$ cat src/rtl/timer_cfg_pkg.sv
//------------------------------------------------------------------------------
// Module  : timer_cfg_pkg
// Brief   : Shared types for the timer configuration master.
// Rev     : 1.0 - initial release
//------------------------------------------------------------------------------
`default_nettype none

package timer_cfg_pkg;

    localparam int CLR_BIT_DEF = 10;
    localparam int EN_BIT_DEF  = 0;

    typedef enum logic [3:0] {
        ST_IDLE     = 4'd0,
        ST_WR_CNT   = 4'd1,
        ST_WR_PRD   = 4'd2,
        ST_WR_CON   = 4'd3,
        ST_GAP      = 4'd4,
        ST_RUN      = 4'd5,
        ST_CLR      = 4'd6,
        ST_CLR_WAIT = 4'd7,
        ST_STOP     = 4'd8
    } state_e;

    typedef enum logic [1:0] {
        NW_CNT = 2'd0,
        NW_PRD = 2'd1,
        NW_CON = 2'd2
    } next_wr_e;

endpackage

`default_nettype wire

$ cat src/rtl/timer_cfg_master.sv
//------------------------------------------------------------------------------
// Module  : timer_cfg_master
// Brief   : Programs CNT/PRD/CON of one timer, services its interrupts, stops it.
// Rev     : 1.0 - initial release
//------------------------------------------------------------------------------
`default_nettype none

module timer_cfg_master
    import timer_cfg_pkg::*;
#(
    parameter int DW      = 16,
    parameter int GAP_CYC = 1,
    parameter int CLR_BIT = CLR_BIT_DEF,
    parameter int EN_BIT  = EN_BIT_DEF,
    parameter int IRQ_W   = 8,
    parameter int CLR_TMO = 16
) (
    input  logic             sys_clk,
    input  logic             sys_rst,
    input  logic             cfg_valid,
    output logic             cfg_ready,
    input  logic [DW-1:0]    cfg_cnt,
    input  logic [DW-1:0]    cfg_prd,
    input  logic [DW-1:0]    cfg_con,
    input  logic [IRQ_W-1:0] cfg_nirq,
    input  logic             stop_req,
    input  logic             tmr_int,
    output logic             tmr_cnt_wr,
    output logic             tmr_prd_wr,
    output logic             tmr_con_wr,
    output logic [DW-1:0]    icb_wdat,
    output logic             busy,
    output logic             done,
    output logic             err,
    output logic [IRQ_W-1:0] irq_cnt
);

    localparam int            TW       = $clog2(CLR_TMO + 1);
    localparam logic [DW-1:0] CLR_MASK = DW'(1) << CLR_BIT;
    localparam logic [DW-1:0] EN_MASK  = DW'(1) << EN_BIT;

    state_e           state_q, state_d;
    next_wr_e         next_q, next_d;
    logic [3:0]       gap_q, gap_d;
    logic [TW-1:0]    tmo_q, tmo_d;
    logic [DW-1:0]    prd_q, prd_d;
    logic [DW-1:0]    con_q, con_d;
    logic [IRQ_W-1:0] nirq_q, nirq_d;
    logic [IRQ_W-1:0] irq_cnt_q, irq_cnt_d;
    logic             err_q, err_d;
    logic             stop_q, stop_d;
    logic             done_q, done_d;
    logic [DW-1:0]    wdat_q, wdat_d;
    logic             stop_seen;
    logic             stop_cond;

    always_ff @(posedge sys_clk) begin
        if (sys_rst) begin
            state_q   <= ST_IDLE;
            next_q    <= NW_CNT;
            gap_q     <= '0;
            tmo_q     <= '0;
            prd_q     <= '0;
            con_q     <= '0;
            nirq_q    <= '0;
            irq_cnt_q <= '0;
            err_q     <= 1'b0;
            stop_q    <= 1'b0;
            done_q    <= 1'b0;
            wdat_q    <= '0;
        end else begin
            state_q   <= state_d;
            next_q    <= next_d;
            gap_q     <= gap_d;
            tmo_q     <= tmo_d;
            prd_q     <= prd_d;
            con_q     <= con_d;
            nirq_q    <= nirq_d;
            irq_cnt_q <= irq_cnt_d;
            err_q     <= err_d;
            stop_q    <= stop_d;
            done_q    <= done_d;
            wdat_q    <= wdat_d;
        end
    end

    always_comb begin
        state_d   = state_q;
        next_d    = next_q;
        gap_d     = gap_q;
        tmo_d     = tmo_q;
        prd_d     = prd_q;
        con_d     = con_q;
        nirq_d    = nirq_q;
        irq_cnt_d = irq_cnt_q;
        err_d     = err_q;
        stop_d    = stop_q;
        done_d    = 1'b0;
        wdat_d    = wdat_q;
        stop_seen = stop_q | stop_req;
        stop_cond = ((nirq_q != '0) && (irq_cnt_q == nirq_q)) || stop_seen;

        // Stop requests are remembered from accept until the FSM returns to idle.
        if (state_q != ST_IDLE) begin
            stop_d = stop_seen;
        end

        case (state_q)
            ST_IDLE: begin
                if (cfg_valid) begin
                    state_d   = ST_WR_CNT;
                    prd_d     = cfg_prd;
                    con_d     = cfg_con;
                    nirq_d    = cfg_nirq;
                    irq_cnt_d = '0;
                    err_d     = 1'b0;
                    stop_d    = 1'b0;
                    wdat_d    = cfg_cnt;
                end
            end
            ST_WR_CNT: begin
                if (GAP_CYC == 0) begin
                    state_d = ST_WR_PRD;
                end else begin
                    state_d = ST_GAP;
                    gap_d   = 4'(GAP_CYC);
                    next_d  = NW_PRD;
                end
            end
            ST_WR_PRD: begin
                if (GAP_CYC == 0) begin
                    state_d = ST_WR_CON;
                end else begin
                    state_d = ST_GAP;
                    gap_d   = 4'(GAP_CYC);
                    next_d  = NW_CON;
                end
            end
            ST_WR_CON: state_d = stop_seen ? ST_STOP : ST_RUN;
            ST_GAP: begin
                if (gap_q <= 4'd1) begin
                    state_d = (next_q == NW_CON) ? ST_WR_CON : ST_WR_PRD;
                end else begin
                    gap_d = gap_q - 4'd1;
                end
            end
            ST_RUN: begin
                // A coincident interrupt wins over stop; the latch finishes the job later.
                if (tmr_int) begin
                    state_d = ST_CLR;
                    if (irq_cnt_q != '1) begin
                        irq_cnt_d = irq_cnt_q + IRQ_W'(1);
                    end
                end else if (stop_seen) begin
                    state_d = ST_STOP;
                end
            end
            ST_CLR: begin
                state_d = ST_CLR_WAIT;
                tmo_d   = '0;
            end
            ST_CLR_WAIT: begin
                if (!tmr_int) begin
                    state_d = stop_cond ? ST_STOP : ST_RUN;
                end else if (tmo_q == TW'(CLR_TMO - 1)) begin
                    err_d   = 1'b1;
                    state_d = ST_STOP;
                end else begin
                    tmo_d = tmo_q + TW'(1);
                end
            end
            ST_STOP: begin
                state_d = ST_IDLE;
                done_d  = 1'b1;
            end
            default: state_d = ST_IDLE;
        endcase

        // Write data is loaded on entry to each write state and then held.
        case (state_d)
            ST_WR_PRD: wdat_d = prd_q;
            ST_WR_CON: wdat_d = con_q;
            ST_CLR:    wdat_d = con_q | CLR_MASK;
            ST_STOP:   wdat_d = (con_q & ~EN_MASK) | CLR_MASK;
            default:   ;
        endcase
    end

    always_comb begin
        tmr_cnt_wr = (state_q == ST_WR_CNT);
        tmr_prd_wr = (state_q == ST_WR_PRD);
        tmr_con_wr = (state_q == ST_WR_CON) || (state_q == ST_CLR) || (state_q == ST_STOP);
        cfg_ready  = (state_q == ST_IDLE);
        busy       = (state_q != ST_IDLE);
    end

    assign icb_wdat = wdat_q;
    assign done     = done_q;
    assign err      = err_q;
    assign irq_cnt  = irq_cnt_q;

endmodule

`default_nettype wire

$ cat config.mk
export PLATFORM = sky130hd
export DESIGN_NAME = timer_cfg_master
export DESIGN_NICKNAME = d
export VERILOG_FILES = /design/src/rtl/timer_cfg_pkg.sv /design/src/rtl/timer_cfg_master.sv
export SDC_FILE = /design/constraint.sdc
export NUM_CORES = 1
export LEC_CHECK = 0
export CORE_UTILIZATION = 45
export DETAILED_ROUTE_END_ITERATION = 16
export PLACE_DENSITY_LB_ADDON = 0.08
export SYNTH_ARGS = -nofsm -noshare
export SYNTH_HDL_FRONTEND = slang
export SYNTH_SLANG_ARGS = --single-unit
$ cat constraint.sdc
create_clock -name sys_clk -period 3.16 [get_ports sys_clk]
set_input_delay 0.632 -clock sys_clk [delete_from_list [all_inputs] [get_ports sys_clk]]
set_output_delay 0.632 -clock sys_clk [all_outputs]
set_load 0.1 [all_outputs]
==> flow_metrics.py <==
metrics = {
    "status": {
        "status": "finished, final reports clean",
    },
    "die": {
        "num_io_pins": 92,
        "die_area_um2": 8926,
        "fp-row-count": 33,
        "die_width_um": 94.48,
        "core_region_area_um2": 8258,
        "die_h_um": 94.48,
        "start_util_pct": 46.61,
    },
    "global_routing": {
        "wire_length_of_the_first_global_routing_pass_um": 15340,
        "grt_pass1_vias": 3190,
        "antenna_violations_before_repair": 0,
        "grt_max_degree": 51,
        "overflow": 0,
        "grt_usage_pct": 22.07,
    },
    "drt": {
        "viasPerCell": 5.387,
        "drt-pass1-iter-count": 4,
        "drt.antenna.violating_nets": 0,
        "dr_total_vias": 3534,
        "avgRoutedWirePerCell_um": 14.57,
        "drt-total-wl_um": 9560,
        "route.detailed.drc": 0,
        "first_iter_violations": 176,
    },
    "setup_path": {
        "worst-r2r-setup-slack_ps": 350,
        "r2r.worst_path.cells": 6,
        "criticalPathCategory": "reg2reg",
        "regToRegEndpoint": "icb_wdat[2]$_SDFFE_PP0P_",
        "timing.critical_path.arrival_ps": 3000,
        "crit_path_end_kind": "register",
        "r2r-start": "state_q[0]$_SDFF_PP0_",
        "required_ps": 3350,
        "path_max_fanout": 19,
        "cp-start-kind": "register",
    },
    "timing": {
        "fin_skew_ps": 12.40,
        "fin_crit_share_pct": 88.89,
        "worstMarginPinSlew_ps": 855.1,
        "relSlewSlack_pct": 42.81,
        "fin_crit_ps": 2809,
        "final.setup.tns_ps": 0,
        "maxSlewViolCount": 0,
        "final-hold-violation-count": 0,
        "final-setup-viol-count": 0,
        "timing.hold.ws_ps": 455.2,
        "maxClockFrequency_mhz": 356.0,
        "unrepaired_setup_endpoints_after_global_routing": "no",
    },
    "synth": {
        "combinational_family_with_the_most_area_after_synthesis": "compound AO/OA/AOI/OAI gates",
        "synth_enable_flop_cells": 0,
        "synth_fp_nets": 533,
        "synthAdderAreaFrac_pct": 1.625,
        "netlist_area_um2": 3849,
        "synth_area_per_cell_um2": 8.241,
        "synthFlopType": "sky130_fd_sc_hd__dfxtp_1",
        "netlist_instances": 467,
        "ys_ff_latch": 82,
        "yosysUniqueCellTypes": 61,
        "muxShareOfSynthArea_pct": 0.2601,
        "synthArstFlopShare_pct": 0,
        "synthXorXnorAreaFrac_pct": 3.186,
        "synth_compound_gate_area_share_pct": 23.41,
        "ys_warn_count": 0,
        "synth.yosys.seq_area_share_pct": 42.65,
        "yosys.area_share.simple_pct": 22.59,
    },
    "placement": {
        "dpl.hpwl_um": 6789,
        "postPlaceCellArea_um2": 4730,
        "place.gp.congestion": 0.8384,
        "port-buffer-count": 91,
    },
    "power": {
        "power_leakage_uw": 0.001916,
        "power_per_cell_area_nw_per_um2": 619.1,
        "vdd_ir_drop_max_uv": 268.7,
    },
    "clock_tree": {
        "cts-root-to-sink-buffers": 2,
        "post_cts_buffers": 0,
        "clock_slew_at_the_register_clock_pins_of_the_worst_setup_and_hold_paths_ps": 80,
        "post_cts_repair_resize_count": 0,
        "cts.hold.buffers_added": 0,
        "cts-buffers-inserted": 9,
        "htreeDepth": 3,
        "clock_tree.root_cell": "sky130_fd_sc_hd__clkbuf_8",
        "cts.sink_count": 82,
        "tritoncts": "yes",
        "worst_skew_pair.late_latency_ps": 350,
    },
    "worst_hold_path": {
        "worst_min_path_class": "reg2reg",
        "hold_path.startpoint": "con_q[14]$_SDFFE_PP0P_",
        "worstHoldEndpoint": "con_q[14]$_SDFFE_PP0P_",
        "hold_depth": 2,
    },
    "layout": {
        "final_layout_size_suffix_gt1_share_pct": 14.16,
        "finish.net_count": 612,
        "flow.area_growth_from_synthesis_pct": 28.35,
        "mostFrequentLayoutCell": "sky130_fd_sc_hd__nand2_1",
        "antennaDiodeCount": 0,
        "final_core_util_pct": 59.82,
        "finalInstanceArea_um2": 4940,
        "most-common-layout-cells": "sky130_fd_sc_hd__nand2_1 (97), sky130_fd_sc_hd__dfxtp_1 (82), sky130_fd_sc_hd__clkdlybuf4s50_1 (59)",
    },
    "run": {
        "total_of_max_cap_violations": 0,
    },
}
[layout make-up]
type	count	area [um^2]
multi-input combinational	330	1966
tap	105	131.4
sequential	82	1642
inverter	24	90.09
clock buffer	11	131.4
clock inverter	5	78.83
timing repair buffer	99	900.9
fill	783	3318
[per-layer routing]
layer	GRT usage, %	wire length, um	vias to the layer above
met5	0	0	-
met4	7.576	121	0
met3	3.140	347	10
met2	34.18	4297	77
met1	31.30	4793	1653
li1	-	-	1794
[worst max path at each step]
| stage | start | endpoint | slack [ps] |
|---|---|---|---|
| floorplan | state_q[3]$_SDFF_PP0_ | tmr_con_wr | 210 |
| global placement | tmr_int | icb_wdat[4]$_SDFFE_PP0P_ | 90 |
| detailed placement | tmr_int | icb_wdat[2]$_SDFFE_PP0P_ | -9 |
| CTS | tmr_int | icb_wdat[2]$_SDFFE_PP0P_ | 350 |
| global route | state_q[0]$_SDFF_PP0_ | icb_wdat[4]$_SDFFE_PP0P_ | 140 |
| finish | state_q[0]$_SDFF_PP0_ | icb_wdat[2]$_SDFFE_PP0P_ | 350 |
[power by group]
group / internal [uW] / total [uW] / switching (uW)
combinational: 307 / 1020 / 714
clock: 445 / 817 / 372
sequential: 1140 / 1220 / 83.5
total: 1890 / 3060 / 1170
[registers in the layout, summed over array words and instances, names as in the netlist, 2 cells and up]
register / flops
icb_wdat: 16
irq_cnt: 8
nirq_q: 8
gap_q: 4
next_q: 2
tmo_q: 5
con_q: 16
prd_q: 16
state_q: 4
[worst max-delay path, stage by stage (launching register included)]
cell	delay [ps]
sky130_fd_sc_hd__dfxtp_1	520
sky130_fd_sc_hd__nor4b_2	540
sky130_fd_sc_hd__nand4b_1	360
sky130_fd_sc_hd__nand3_2	230
sky130_fd_sc_hd__nor4_4	80
sky130_fd_sc_hd__nor3_4	700
sky130_fd_sc_hd__a221oi_1	210
[through the flow]
step | setup WS [ps] | total power [uW] | cells
after floorplan | 213.7 | 2013 | 467
after CTS | 350.3 | 3081 | 656
final | 351.1 | 3058 | 656
after global routing | 136.8 | 3194 | 656
after global placement | 86.56 | 2255 | 640
after detailed placement | -9.377 | 2267 | 640
[cells in the mapped netlist, drive strengths merged, types with 2 or more instances]
cell / n / share of area, %
and3: 4 / 0.78
nand2b: 5 / 0.81
a22oi: 15 / 2.9
nor3b: 2 / 0.39
nand4: 6 / 0.98
o211ai: 15 / 2.9
buf: 13 / 2.1
and2: 2 / 0.33
a21oi: 56 / 7.3
nand3: 4 / 0.65
nor2b: 3 / 0.49
clkbuf: 18 / 1.8
dfxtp: 82 / 43
ha: 5 / 1.6
nand2: 99 / 9.8
nor2: 33 / 3.3
o21ai: 10 / 1.7
or3: 4 / 0.65
nor4: 7 / 1.5
xor2: 13 / 3.0
a21o: 3 / 0.59
a221oi: 14 / 4.8
inv: 24 / 2.3
a211oi: 2 / 0.39
nor3: 7 / 1.2
[cell families after synthesis]
group	after synthesis
buffers and inverters	55
DFF	82
adders and majority gates	5
xor gates and xnor gates	14
muxes	1
and+or+nand+nor	183
AOI/OAI and AO/OA	127
Power figures use the tool's default switching activity.
